`config.mk`:
```
export PLATFORM = sky130hd
export DESIGN_NAME = usb_rx_ctrl
export DESIGN_NICKNAME = d
export VERILOG_FILES = /design/src/rtl/usb_pkg.sv /design/src/rtl/usb_nrzi_decoder.sv /design/src/rtl/usb_rx_ctrl.sv
export SDC_FILE = /design/constraint.sdc
export NUM_CORES = 1
export LEC_CHECK = 0
export CORE_MARGIN = 4
export CORE_UTILIZATION = 40
export CTS_CLUSTER_DIAMETER = 200
export DETAILED_ROUTE_END_ITERATION = 8
export PLACE_DENSITY_LB_ADDON = 0.15
export SYNTH_ARGS = -nofsm -noshare
export SYNTH_HDL_FRONTEND = slang
export SYNTH_SLANG_ARGS = --single-unit
```
`constraint.sdc`:
```
create_clock -name clk -period 1.78 [get_ports clk]
set_input_delay 0.445 -clock clk [delete_from_list [all_inputs] [get_ports clk]]
set_output_delay 0.445 -clock clk [all_outputs]
set_load 0.1 [all_outputs]
```
`src/rtl/usb_pkg.sv`:
```
// Shared definitions for the USB receive controller: FSM states, SYNC
// pattern, bit-stuffing limit and line-state encodings.
package usb_pkg;

  typedef enum logic [2:0] {
    ST_IDLE,
    ST_SYNC,
    ST_RECEIVE,
    ST_EOP_WAIT,
    ST_ERROR
  } state_t;

  // Decoded SYNC field (KJKJKJKK, LSB first) as seen in the shift register.
  localparam logic [7:0] SYNC_BYTE = 8'h80;

  // Number of consecutive decoded ones after which a stuffed zero follows.
  localparam int STUFF_LIMIT = 6;

  // Line states encoded as {d_plus, d_minus}.
  typedef enum logic [1:0] {
    LINE_SE0 = 2'b00,
    LINE_K   = 2'b01,
    LINE_J   = 2'b10,
    LINE_SE1 = 2'b11
  } line_t;

endpackage

```
`src/rtl/usb_nrzi_decoder.sv`:
```
// NRZI decoder with ones counting and stuffed-bit removal. Outputs are
// combinational from the current sample and the stored line history.
module usb_nrzi_decoder
  import usb_pkg::*;
(
  input  logic clk,
  input  logic rst,
  input  logic clear,
  input  logic sample,
  input  logic d_plus,
  output logic data_bit,
  output logic bit_valid,
  output logic stuff_error
);

  logic       prev_dp;
  logic [2:0] ones_cnt;
  logic       stuff_slot;

  // A decoded one means no transition since the previous sample.
  assign data_bit    = (d_plus == prev_dp);
  assign stuff_slot  = (ones_cnt == 3'(STUFF_LIMIT));
  assign bit_valid   = sample && !stuff_slot;
  assign stuff_error = sample && stuff_slot && data_bit;

  // Track previous line level and run length of decoded ones.
  always_ff @(posedge clk) begin
    if (rst || clear) begin
      prev_dp  <= 1'b1;
      ones_cnt <= '0;
    end else if (sample) begin
      prev_dp <= d_plus;
      if (stuff_slot || !data_bit)
        ones_cnt <= '0;
      else
        ones_cnt <= ones_cnt + 3'd1;
    end
  end

endmodule

```
`src/rtl/usb_rx_ctrl.sv`:
```
// USB low-level receive controller: detects packet start, checks SYNC,
// assembles bytes, and validates end-of-packet, flagging packet errors.
module usb_rx_ctrl
  import usb_pkg::*;
#(
  parameter int MAX_BYTES = 64
) (
  input  logic       clk,
  input  logic       rst,
  input  logic       d_plus,
  input  logic       d_minus,
  input  logic       shift_enable,
  output logic       reset_timer,
  output logic [7:0] rcv_data,
  output logic       byte_valid,
  output logic       rx_active,
  output logic       eop,
  output logic       rx_error
);

  localparam int CNT_W = $clog2(MAX_BYTES + 1);

  state_t           state, state_next;
  line_t            line;
  logic             is_se0, is_j, is_k;
  logic             d_plus_q;
  logic             dec_sample, dec_clear;
  logic             data_bit, bit_valid, stuff_error;
  logic [2:0]       bit_cnt;
  // Upper seven bits of the shift register; bit 0 always falls off on the
  // next shift, so only the bits that survive into a byte are stored.
  logic [6:0]       shreg_hi;
  logic [7:0]       shreg_next;
  logic [CNT_W-1:0] byte_count;
  logic             se0_seen;
  logic             byte_done;
  logic             byte_load;
  logic             eop_set;
  logic             err_set;

  assign line       = line_t'({d_plus, d_minus});
  assign is_se0     = (line == LINE_SE0);
  assign is_j       = (line == LINE_J);
  assign is_k       = (line == LINE_K);

  assign dec_sample = shift_enable && !is_se0 &&
                      ((state == ST_SYNC) || (state == ST_RECEIVE));
  assign dec_clear  = (state == ST_IDLE);
  assign shreg_next = {data_bit, shreg_hi};
  assign byte_done  = bit_valid && (bit_cnt == 3'd7);

  usb_nrzi_decoder u_nrzi (
    .clk         (clk),
    .rst         (rst),
    .clear       (dec_clear),
    .sample      (dec_sample),
    .d_plus      (d_plus),
    .data_bit    (data_bit),
    .bit_valid   (bit_valid),
    .stuff_error (stuff_error)
  );

  // State register.
  always_ff @(posedge clk) begin
    if (rst) state <= ST_IDLE;
    else     state <= state_next;
  end

  // Next-state logic and per-cycle control strobes.
  always_comb begin
    state_next  = state;
    byte_load   = 1'b0;
    eop_set     = 1'b0;
    err_set     = 1'b0;
    reset_timer = (state == ST_IDLE);
    rx_active   = (state != ST_IDLE);
    case (state)
      ST_IDLE: begin
        if (d_plus_q && !d_plus) state_next = ST_SYNC;
      end
      ST_SYNC: begin
        if (shift_enable) begin
          if (is_se0 || stuff_error)
            state_next = ST_ERROR;
          else if (byte_done)
            state_next = (shreg_next == SYNC_BYTE) ? ST_RECEIVE : ST_ERROR;
        end
      end
      ST_RECEIVE: begin
        if (shift_enable) begin
          if (is_se0) begin
            state_next = ST_EOP_WAIT;
            err_set    = (bit_cnt != 3'd0);
          end else if (stuff_error) begin
            state_next = ST_ERROR;
          end else if (byte_done) begin
            if (byte_count == CNT_W'(MAX_BYTES)) state_next = ST_ERROR;
            else                                 byte_load  = 1'b1;
          end
        end
      end
      ST_EOP_WAIT: begin
        if (shift_enable) begin
          if (is_j) begin
            state_next = ST_IDLE;
            eop_set    = !rx_error;
          end else if (is_k) begin
            state_next = ST_ERROR;
          end
        end
      end
      ST_ERROR: begin
        if (shift_enable && is_j && se0_seen) state_next = ST_IDLE;
      end
      default: state_next = ST_IDLE;
    endcase
  end

  // Byte assembly, counters, output strobes and the sticky error flag.
  always_ff @(posedge clk) begin
    if (rst) begin
      d_plus_q   <= 1'b1;
      bit_cnt    <= '0;
      shreg_hi   <= '0;
      byte_count <= '0;
      se0_seen   <= 1'b0;
      rcv_data   <= '0;
      byte_valid <= 1'b0;
      eop        <= 1'b0;
      rx_error   <= 1'b0;
    end else begin
      d_plus_q   <= d_plus;
      byte_valid <= byte_load;
      eop        <= eop_set;
      if (byte_load) begin
        rcv_data <= shreg_next;
        if (byte_count != CNT_W'(MAX_BYTES)) byte_count <= byte_count + 1'b1;
      end
      if (state == ST_IDLE) begin
        bit_cnt    <= '0;
        shreg_hi   <= '0;
        byte_count <= '0;
        se0_seen   <= 1'b0;
        if (state_next == ST_SYNC) rx_error <= 1'b0;
      end else begin
        if (bit_valid) begin
          shreg_hi <= shreg_next[7:1];
          bit_cnt  <= bit_cnt + 3'd1;
        end
        if (state == ST_ERROR && shift_enable) begin
          if (is_se0)    se0_seen <= 1'b1;
          else if (is_k) se0_seen <= 1'b0;
        end
        if (err_set || state_next == ST_ERROR) rx_error <= 1'b1;
      end
    end
  end

endmodule
```
==> reports/qor.yml, run 1 <==
outcome:
  status: "finished, final reports clean"
yosys:
  synth_top_family_by_area: "simple AND/OR/NAND/NOR gates"
  synth_area_leaders: "dfxtp_1 (38%), a21oi_1 (6.5%), nand3_1 (5.4%)"
  yosysWarnings: 0
  synthFlopType: "dfxtp_1"
  muxShareOfSynthArea: 0.0155
  synth_xor_area_frac: 0.0271
  synth_seq_cells: 37
  synth_simple_gate_area_frac: 0.265
  ys_top_cells_by_count: "dfxtp_1 (37), a21oi_1 (25), nand2_1 (21), nand3_1 (21), buf_2 (11)"
  synth_edf_count: 0
  synth_compound_area_frac: 0.203
  synthAdderAreaFrac: 0.0452
  synthArstFlopShare: 0
  synth_cell_types: 52
  synth_most_common_cell: "dfxtp_1"
  syn_area_um2: 1940
  ys_seq_area_frac: 0.382
  synth_area_per_cell_um2: 8.25
  yosysTopAreaCell: "dfxtp_1"
  synth_nets: 247
  synth_top_area_share: 0.382
  syn_inst: 235
cts:
  cts_made_buffers: 5
  clock_latency_ns: 0.29
  clkTransAtPathRegs_ns: 0.07
  cts_tree: "built"
  cts_sinks: 37
  cts_root_buffer: "clkbuf_8"
  h-tree-depth: 2
  postCtsHoldBufs: 0
  clock_path_buffers: 2
critical_path:
  rrSetupSlack_ns: 0.09
  critPathLaunch: "d_plus"
  rr_startpoint: "bit_cnt[0]"
  cp-end-kind: "flop"
  crit_top_cell: "buf_4"
  crit_type: "in -> reg"
  arrival_ns: 1.92
  cp_slowest_cell: "clkdlybuf4s50_1"
  critPathLaunchType: "input port"
  rr_endpoint: "byte_count[3]"
  path_cells: "clkdlybuf4s50_1 -> buf_4 -> buf_4 -> nand2b_1 -> or2_1 -> a32oi_1 -> a41oi_1"
  reg2reg_depth: 7
  cpPeakStageDelay_ns: 0.43
  worstPathRequired_ns: 1.94
  worstSetupEndpoint: "rx_error"
  crit_fanout: 8
global_routing:
  grt_overflow: 0
  met2_usage: 0.247
  grt_util_all_layers: 0.166
  antenna_found_initial: 0
  grt_pass1_wl_mm: 8.06
  use_met1: 0.227
  grt_max_degree: 17
  gr-max-usage-layer: "met2"
  use_met3: 0.0406
  grt_pass1_vias: 1720
power_and_ir_drop:
  power_frac_comb: 0.186
  seq_power_share: 0.485
  power.share.clock: 0.329
  ir_drop_uv: 345
  sw_frac_of_total: 0.286
  p_switching_uw: 500
  internal_power_uw: 1250
  cellLeakagePower_uw: 0.000941
  powerDensity_nw_per_um2: 646
place:
  dpl_cell_area_um2: 2540
  dp_hpwl_mm: 3.49
  gp_congestion: 0.805
  port_buffers: 17
  place_ws_ns: -0.386
  placedCellCount: 331
flow_run:
  maxCapViolCount: 0
worst_hold_path:
  whs_path_depth: 2
  hold_path.class: "reg -> reg"
timing:
  worst_slack_ns: 0.0133
  holdWs_ns: 0.489
  rsz0062_at_grt: "true"
  fin_crit_sh: 0.993
  fin_tns_setup_ns: 0
  hold_viol: 0
  tightest_slew_ns: 0.365
  timing.slew.headroom: 0.756
  max_freq_mhz: 566
  drv_slew: 0
  finClkSkew_ns: 0.00678
  period_needed_ns: 1.77
  setup_violations: 0
final_layout:
  areaGrowthSynthToFinish_pct: 39.4
  design_area_um2: 2700
  fin_cells: 343
  nets: 287
  insertedDiodeCount: 0
  drive_above_1_share: 0.312
die:
  die_x_um: 77.6
  dieArea_um2: 6020
  core_area_um2: 4720
  start_util: 0.410
  rows: 25
  num_io_pins: 18
  die_h_um: 77.6
route:
  vias: 1821
  final_antenna_net_count: 0
  drt_iter0_markers: 121
  via_per_inst: 5.31
  firstDrtPassIters: 4
  wire_per_inst_um: 14.3
  routed_wl_mm: 4.90
  drc: 0
[layout by cell type, fill, tap and decap left out, types with 4 or more instances in the layout]
cell type        synthesis  routed
inv_1                    7       7
nand2_1                 21      21
o21ai_0                  7       7
or3_1                    4       4
clkbuf_8                 0       5
o21ai_1                  9       9
nand2b_1                 6       6
buf_4                    2      31
ha_1                     7       5
dfxtp_1                 37      33
nand3_1                 21      21
nor2_1                  10      10
a21oi_2                  0      14
buf_12                   0      14
clkdlybuf4s50_1          0       4
nor3_1                   7       6
nand4_1                  4       4
a21oi_1                 25      11
[cell type report]
| class | count | area, µm² |
|---|---|---|
| fill | 434 | 2020 |
| timing repair buffer | 51 | 576 |
| tap | 67 | 83.8 |
| inverter | 8 | 35.0 |
| sequential | 37 | 748 |
| clock buffer | 8 | 80.1 |
| multi-input combinational | 172 | 1180 |
[per-layer routing]
layer | vias to the layer above | wire length (µm)
met5 | - | 0
met4 | 0 | 114
met3 | 11 | 139
met2 | 22 | 2140
met1 | 860 | 2510
li1 | 928 | -
[worst min path at each step]
stage / from / to / slack, ns
after detailed placement: bit_cnt[2] / bit_cnt[2] / 0.48
after floorplan: byte_count[5] / byte_count[5] / 0.46
final: bit_cnt[2] / bit_cnt[2] / 0.49
after CTS: bit_cnt[2] / bit_cnt[2] / 0.49
after global placement: u_nrzi.ones_cnt[1] / u_nrzi.ones_cnt[1] / 0.47
after global routing: shreg_hi[0] / shreg_hi[0] / 0.52
[worst max-delay path, delay by kind of cell]
kind            cells  cell delay [ns]
compound gates      2             0.31
buf+inv             3             0.75
simple gates        2             0.41
[cell families after synthesis]
group / Yosys count
flops: 37
compound gates: 63
mux: 3
buf+inv: 26
xor+xnor: 6
fa+ha+maj: 7
simple gates: 93
[power by group through the flow]
stage / Sequential (µW) / Combinational [µW] / Clock (µW)
after floorplan: 864 / 199 / 0
after global placement: 868 / 302 / 0
after detailed placement: 868 / 302 / 0
after CTS: 849 / 308 / 586
after global routing: 847 / 344 / 624
final: 847 / 325 / 575
[through the flow]
| step | util | power [µW] |
|---|---|---|
| after global placement | 0.537 | 1170 |
| after detailed placement | 0.537 | 1170 |
| after global routing | 0.572 | 1820 |
| final | 0.572 | 1750 |
| after CTS | 0.557 | 1740 |
| after floorplan | - | 1060 |
[sequential cells by signal, indices dropped and copies added, names as in the netlist]
signal	flops
bit_cnt	3
byte_count	7
byte_valid	1
d_plus_q	1
eop	1
rcv_data	8
rx_error	1
se0_seen	1
shreg_hi	7
state	3
u_nrzi.ones_cnt	3
u_nrzi.prev_dp	1
[timing repair]
action,4_1_cts,5_1_grt
pin swaps,1,2
hold endpoints to repair,0,0
gates cloned,0,1
gates resized for setup,4,14
buffers inserted,1,2
endpoints found under the setup margin,4,18
Power figures use the tool's default switching activity.
==> run 2: changes to the inputs <==
--- a/config.mk
+++ b/config.mk
@@ -8,6 +8,7 @@
 export CORE_MARGIN = 4
 export CORE_UTILIZATION = 40
 export CTS_CLUSTER_DIAMETER = 200
+export CTS_CLUSTER_SIZE = 10
 export DETAILED_ROUTE_END_ITERATION = 8
 export PLACE_DENSITY_LB_ADDON = 0.15
 export SYNTH_ARGS = -nofsm -noshare
==> results of run 2 <==
Final layout, timing and power as in run 1 (identical DEF).
